===== src/rtl/sha256_msg_schedule.sv =====
// ============================================================================
// Module   : sha256_msg_schedule
// Purpose  : SHA-256 message-schedule expander; loads 16 words, streams W[0..63].
//            Optional macro SHA256_SCHED_SIGMA_REG_EN splits each expansion into two cycles.
// Revision : 1.0
// ============================================================================
`default_nettype none

module sha256_msg_schedule (
    input  logic        clk,
    input  logic        rst,
    input  logic        i_start,
    input  logic        i_in_valid,
    output logic        o_in_ready,
    input  logic [31:0] i_in_data,
    output logic        o_out_valid,
    input  logic        i_out_ready,
    output logic [31:0] o_out_data,
    output logic [5:0]  o_out_index,
    output logic        o_busy,
    output logic        o_done
);

    typedef enum logic [1:0] {
        S_IDLE   = 2'd0,
        S_LOAD   = 2'd1,
        S_EXPAND = 2'd2
    } state_t;

    localparam logic [6:0] c_LAST_LOAD = 7'd15;
    localparam logic [5:0] c_LAST_WORD = 6'd63;

    function automatic logic [31:0] f_sigma0(input logic [31:0] x);
        return {x[6:0], x[31:7]} ^ {x[17:0], x[31:18]} ^ {3'b000, x[31:3]};
    endfunction

    function automatic logic [31:0] f_sigma1(input logic [31:0] x);
        return {x[16:0], x[31:17]} ^ {x[18:0], x[31:19]} ^ {10'b0, x[31:10]};
    endfunction

    state_t      r_state;
    state_t      w_state_nxt;
    logic [6:0]  r_t;
    logic [31:0] r_buf [16];
    logic        r_out_valid;
    logic [31:0] r_out_data;
    logic [5:0]  r_out_index;
    logic        r_done;

    logic        w_free;
    logic        w_load_fire;
    logic        w_gen;
    logic        w_out_load;
    logic        w_last_hs;
    logic [31:0] w_new;
    logic [31:0] w_out_word;
    logic [3:0]  w_i0;
    logic [3:0]  w_i1;
    logic [3:0]  w_i7;
    logic [3:0]  w_i2;

    // Window slots for t-16, t-15, t-7, t-2 (mod 16)
    assign w_i0 = r_t[3:0];
    assign w_i1 = r_t[3:0] + 4'd1;
    assign w_i7 = r_t[3:0] + 4'd9;
    assign w_i2 = r_t[3:0] + 4'd14;

    assign w_free      = !r_out_valid || i_out_ready;
    assign o_in_ready  = (r_state == S_LOAD) && w_free;
    assign w_load_fire = i_in_valid && o_in_ready;
    assign w_last_hs   = (r_state == S_EXPAND) && r_out_valid && i_out_ready
                         && (r_out_index == c_LAST_WORD);

`ifdef SHA256_SCHED_SIGMA_REG_EN
    logic        r_phase;
    logic [31:0] r_s1;
    logic [31:0] r_s0p;
    logic        w_gen_a;

    // Phase A only starts once the output register drains, so phase B always finds it free
    assign w_gen_a = (r_state == S_EXPAND) && !r_t[6] && !r_phase && w_free;
    assign w_gen   = (r_state == S_EXPAND) && r_phase;
    assign w_new   = r_s1 + r_buf[w_i7] + r_s0p;

    always_ff @(posedge clk) begin
        if (rst) begin
            r_phase <= 1'b0;
            r_s1    <= 32'd0;
            r_s0p   <= 32'd0;
        end else if (w_gen_a) begin
            r_phase <= 1'b1;
            r_s1    <= f_sigma1(r_buf[w_i2]);
            r_s0p   <= f_sigma0(r_buf[w_i1]) + r_buf[w_i0];
        end else if (w_gen) begin
            r_phase <= 1'b0;
        end
    end
`else
    assign w_gen = (r_state == S_EXPAND) && !r_t[6] && w_free;
    assign w_new = f_sigma1(r_buf[w_i2]) + r_buf[w_i7]
                 + f_sigma0(r_buf[w_i1]) + r_buf[w_i0];
`endif

    assign w_out_load = w_load_fire || w_gen;
    assign w_out_word = w_load_fire ? i_in_data : w_new;

    always_ff @(posedge clk) begin
        if (rst) r_state <= S_IDLE;
        else     r_state <= w_state_nxt;
    end

    always_comb begin
        w_state_nxt = r_state;
        case (r_state)
            S_IDLE:   if (i_start) w_state_nxt = S_LOAD;
            S_LOAD:   if (w_load_fire && (r_t == c_LAST_LOAD)) w_state_nxt = S_EXPAND;
            S_EXPAND: if (w_last_hs) w_state_nxt = S_IDLE;
            default:  w_state_nxt = S_IDLE;
        endcase
    end

    always_ff @(posedge clk) begin
        if (rst) begin
            r_t         <= 7'd0;
            r_out_valid <= 1'b0;
            r_out_data  <= 32'd0;
            r_out_index <= 6'd0;
            r_done      <= 1'b0;
            for (int i = 0; i < 16; i++) r_buf[i] <= 32'd0;
        end else begin
            r_done <= w_last_hs;
            if ((r_state == S_IDLE) && i_start) r_t <= 7'd0;
            // New word overwrites slot t (= W[t-16]) in the same edge it is consumed
            if (w_out_load) begin
                r_buf[w_i0] <= w_out_word;
                r_out_valid <= 1'b1;
                r_out_data  <= w_out_word;
                r_out_index <= r_t[5:0];
                r_t         <= r_t + 7'd1;
            end else if (i_out_ready) begin
                r_out_valid <= 1'b0;
            end
        end
    end

    assign o_out_valid = r_out_valid;
    assign o_out_data  = r_out_data;
    assign o_out_index = r_out_index;
    assign o_busy      = (r_state != S_IDLE);
    assign o_done      = r_done;

endmodule

`default_nettype wire


===== config.mk =====
export PLATFORM = sky130hd
export DESIGN_NAME = sha256_msg_schedule
export DESIGN_NICKNAME = d
export VERILOG_FILES = /design/src/rtl/sha256_msg_schedule.sv
export SDC_FILE = /design/constraint.sdc
export NUM_CORES = 2
export LEC_CHECK = 0
export CORE_ASPECT_RATIO = 1.25
export CORE_UTILIZATION = 60
export CTS_CLUSTER_DIAMETER = 30
export DETAILED_ROUTE_END_ITERATION = 8
export PLACE_DENSITY = 0.88
export REMOVE_ABC_BUFFERS = 1
export SLEW_MARGIN = 20
export SYNTH_ARGS = -nofsm -noshare
export SYNTH_HDL_FRONTEND = slang
export SYNTH_SLANG_ARGS = --single-unit

===== constraint.sdc =====
create_clock -name clk -period 18.91 [get_ports clk]
set_input_delay 2.8365 -clock clk [delete_from_list [all_inputs] [get_ports clk]]
set_output_delay 2.8365 -clock clk [all_outputs]
set_load 0.1 [all_outputs]

* Yosys cells after proc, flatten, opt, wreduce, memory -nomap -nowiden
Memories as Yosys holds them, arrays and structs flattened. A register that Yosys moved wholly into a read port is not among the register bits.
Index checks and enable logic that the tools add are counted.
W data, S select, Z words.
** Storage, ports and cells
- Bits of input ports :: 37
- Bits in writable memories :: 512
- Word-level logic and storage cells :: 63
- Bits in registers :: 49
- Memories :: 1
** Memories
- r_buf :: words 16, width 32, rd ports 4, clocked after Yosys merged registers in 1, wr ports 16, RTL line 44 : logic [31:0] r_buf [16];
** Operators by class
- Eq/ne operators :: 7
- Mux-type cells :: 19
- Reductions and logical operators :: 19
- Add/subtract/negate cells :: 7
- Bitwise gates (word level) :: 4
** Operator list (number)
- $add A32 B32 Y32 :: 3
- $mux W32 :: 2
- $xor A32 B32 Y32 :: 2
- $reduce_or A32 Y1 :: 1
- $xor A32 B22 Y32 :: 1
- $xor A32 B29 Y32 :: 1
- $mux W7 :: 2
- $mux W4 :: 3
- $logic_and A1 B1 Y1 :: 9
- $add A4 B4 Y4 const B :: 2
- $mux W1 :: 8
- $add A7 B1 Y7 const B :: 1
- $eq A7 B4 Y1 const B :: 1
- $eq A6 B6 Y1 const B :: 1
- $mux W2 :: 3
- $pmux W2 S3 :: 1
- $reduce_bool A2 Y1 :: 3
- $add A4 B1 Y4 const B :: 1
- $ne A2 B2 Y1 const B :: 2
- $reduce_and A3 Y1 :: 1
- $eq A2 B1 Y1 const B :: 1
- $eq A2 B2 Y1 const B :: 1
- $logic_not A1 Y1 :: 2
- $logic_not A2 Y1 :: 1
- other kinds (2) :: 3

* Longest topological paths before layout
- Depth in word-level cells :: 10
- Gate-level depth with buffers :: 33
- Gate-level depth less buffers :: 22

* Worst setup path before layout
OpenSTA, ideal clock, no wires.
- Path kind :: register to register
- Start point :: register r_t[0]
- End point :: memory r_buf[4][15] (data pin)
- Period minus slack after synthesis :: 8644 ps
- Slack :: 10266 ps
- Stages on the path, launching flop included :: 32
- Arrival :: 8378 ps
- Library setup time :: 266 ps
- Path through :: dfxtp_1 -> buf_6 -> buf_2 -> buf_2 -> buf_2 -> buf_2 -> buf_1 -> inv_1 -> ha_1 -> buf_6 -> buf_2 -> clkbuf_1 -> clkbuf_1 -> mux4_2 -> mux4_2 -> xnor2_1 -> xnor2_1 -> fa_1 -> fa_1 -> ha_1 -> inv_1 -> fa_1 -> nor2b_1 -> o21ai_1 -> a21boi_1 -> o311ai_1 -> a21oi_1 -> nor4_1 -> a41o_1 -> a211oi_1 -> clkbuf_1 -> nor2_1
** RTL lines
- start, declared :: RTL line 43 : logic [6:0] r_t;
- start signal, assigned :: RTL line 139 : r_t <= r_t + 7'd1;
- end, declared :: RTL line 44

==> impl_metrics.csv <==
group,metric,value,unit
drt,wl_per_cell,40.48,um
critical_path,cp.arrival,9.26,ns
critical_path,cp-endpoint,"r_buf[0][31]",
critical_path,critPathKind,"flip-flop to flip-flop",
timing,rsz0062_at_grt,"false",
job,maxCapViolations,0,
placement,hpwl,77680,um
clock_network,worstSkewPairLatency,0.66,ns
clock_network,cts_tree,"built",
drt,highest_layer,"met5",
drt,drt_iter0_drc,5667,
timing,hold_viol,0,
placement,dpl_cell_area,38030,um^2
global_routing,grt_overflow,0,
clock_network,cts_hold_buffers,0,
cells_and_area,num-fill-cells,3651,
timing,layout_setup_ws,9.971,ns
cells_and_area,final_area,41270,um^2
cells_and_area,synthToLayoutAreaGrowth,13.05,%
die,start_util,0.6103,
clock_network,clk_pin_slew,0.06,ns
drt,met2_length,59730,um
critical_path,cp_max_fo,56,
hold_path,hold_path_class,"flip-flop to flip-flop",
critical_path,start_kind,"flip-flop",
critical_path,r2r_cells,22,
critical_path,cp-end-kind,"flip-flop",
global_routing,grt_max_degree,139,
cells_and_area,nets,2683,
yosys,yosysUniqueCellTypes,63,
run_status,status,"finished, final reports clean",
drt,wl_met1,37190,um
cells_and_area,multiInputGateArea,19110,um^2
yosys,synthTopCellsByArea,"edfxtp_1 (42%), mux4_2 (31%), nor2_1 (5.5%)",
timing,drv_slew,0,
clock_network,cts.htree.levels,3,
die,die_w,222.6,um
yosys,synth-seq-cells,565,
placement,io_buffer_count,78,
power,p_leak,14.05,nW
clock_network,postCtsSetupBuffers,0,
yosys,seq_area_frac_synth,0.4503,
cells_and_area,mostFrequentLayoutCells,"nor2_1 (532), edfxtp_1 (512), mux4_2 (499), xnor2_1 (121), clkbuf_16 (92)",
global_routing,grt_pass1_wl,194100,um
timing,maxClockFrequency,0.1119,GHz
cells_and_area,final_common_cell,"nor2_1",
yosys,synth_area_per_cell,14.36,um^2
timing,post-route-min-period,8.939,ns
clock_network,clk_path_buf_depth,3,
drt,met3_length,25440,um
critical_path,crit_required,19.23,ns
cells_and_area,drive_gt1_frac,0.3072,
global_routing,grt_pass1_vias,28447,
cells_and_area,diodes,0,
clock_network,cts.sinks,565,
drt,drc,0,
global_routing,antenna_found_initial,1,
timing,fin_worst_skew,0.03748,ns
yosys,yosysTopAreaCell,"edfxtp_1",
timing,worstMarginPinSlew,1.156,ns
drt,viasPerCell,8.312,
die,ios,79,
placement,globalplace.congestion,1.052,
drt,dr.pass1.iters,6,
yosys,async_flop_share,0,
critical_path,r2r-start,"r_t[0]",
global_routing,grt_use_total,0.4470,
power,ir_drop,0.1191,mV
drt,drt-total-wl,137200,um
placement,place_ws,10.24,ns
hold_path,hold_depth,2,
yosys,syn_inst,2542,
yosys,synth_edf_count,512,
timing,fin_crit_sh,0.4727,
critical_path,ff2ff_setup_slack,9.97,ns
yosys,yosysWarnings,0,
cells_and_area,utilization,0.6900,
die,dieHeight,277.8,um
clock_network,cts_root_buf,"clkbuf_16",
clock_network,cts-buffers-inserted,90,
critical_path,r2r-end,"r_buf[0][31]",
die,core_area,59810,um^2
cells_and_area,final-seq-area,16450,um^2
critical_path,crit_path_start,"r_t[0]",
yosys,synthFlopType,"edfxtp_1",
yosys,synth_top_cell_area_share,0.4212,
drt,num_vias,28169,
die,num_rows,100,
timing,slew_headroom,0.2278,
clock_network,ctsResizeCount,0,
power,power.density,152.8,nW/um^2
timing,finalSetupViolations,0,
drt,ant_nets,0,
yosys,syn_area,36500,um^2
die,fp.dieArea,61830,um^2
[power breakdown]
group / switching, mW / internal [mW]
Combinational: 2.19 / 0.902
Clock: 0.664 / 1.06
Sequential: 0.0582 / 1.43
Total: 2.91 / 3.39
[area by class of cell]
cell class,count,share of cell area
Inverter,78,0.007095
Timing Repair Buffer,142,0.03123
Multi-Input combinational cell,1670,0.4631
Sequential cell,565,0.3987
Clock inverter,65,0.01877
Clock buffer,104,0.05785
Tap cell,765,0.02320
[cell usage after synthesis (all sizes together), types with 2 or more instances]
cell type	number
or2	2
dfxtp	53
nand4	8
a221o	2
o31ai	2
buf	67
edfxtp	512
o21ai	32
nand3b	3
ha	37
nand2b	26
a2111oi	2
nor2b	11
inv	78
a21oi	46
o22ai	3
nand2	68
and4	3
mux4	507
nor3	22
a21boi	2
or3	5
or4	2
a211oi	52
nor3b	2
a31oi	8
o21bai	4
nor2	534
fa	62
a21o	20
nor4b	4
xor2	22
clkbuf	162
mux2i	16
and3	3
nand3	14
xnor2	124
o21a	8
[state kept, by name (all words and copies together), names as in the netlist, named ones only]
signal	count
r_state	2
o_done	1
o_out_valid	1
o_out_index	6
r_t	7
o_out_data	32
r_buf	512
[cells by family after synthesis]
| kind of cell | synth area share |
|---|---|
| AND/OR/NAND/NOR | 0.07956 |
| flip-flops | 0.4503 |
| multiplexers | 0.3180 |
| buffers and inverters | 0.03318 |
| AO/OA/AOI/OAI | 0.03661 |
| XOR/XNOR | 0.03565 |
| adder cells (fa/ha/maj) | 0.04669 |
[metrics by stage]
step | setup TNS (ns) | power [mW] | std cells | hold slack, ns
final | 0 | 6.306 | 3389 | 0.4837
after global routing | 0 | 6.481 | 3389 | 0.5066
after CTS | 0 | 6.097 | 3388 | 0.4805
after detailed placement | 0 | 4.363 | 3219 | 0.4731
after global placement | 0 | 4.268 | 3219 | 0.4635
after floorplan | -78.11 | 3.463 | 2313 | 0.4590
[how the worst min path moves through the flow]
stage | from | endpoint | slack (ns)
after floorplan | r_t[6] | r_t[6] | 0.46
after global placement | o_out_index[0] | o_out_index[0] | 0.46
after detailed placement | o_out_index[5] | o_out_index[5] | 0.47
after CTS | o_out_index[5] | o_out_index[5] | 0.48
after global routing | o_out_index[5] | o_out_index[5] | 0.51
final | o_out_index[5] | o_out_index[5] | 0.48
[worst max-delay path, stage by stage, from the launching register on]
cell and delay [ns]:
dfxtp_4 0.70, inv_1 0.21, ha_4 0.58, buf_4 0.80, mux4_2 0.37, nand2_1 0.11, nand2_1 0.13, nor2_1 0.04
a21oi_1 0.61, xnor2_1 0.19, xnor2_1 0.32, fa_1 0.49, fa_1 0.46, ha_1 0.34, nor2b_1 0.16, o21ai_1 0.17
a21boi_1 0.14, o311ai_1 0.63, o21ai_1 0.28, a2111oi_0 0.62, nor2_1 0.23, xor2_2 0.76, a211oi_1 0.21
[metal layers]
| layer | vias up | global-route usage |
|---|---|---|
| met5 | - | 0 |
| met4 | 2 | 0.3685 |
| met3 | 1112 | 0.1979 |
| met2 | 3662 | 0.6585 |
| met1 | 13471 | 0.5024 |
| li1 | 9922 | - |
No activity file was read; power rests on OpenSTA's default activity.
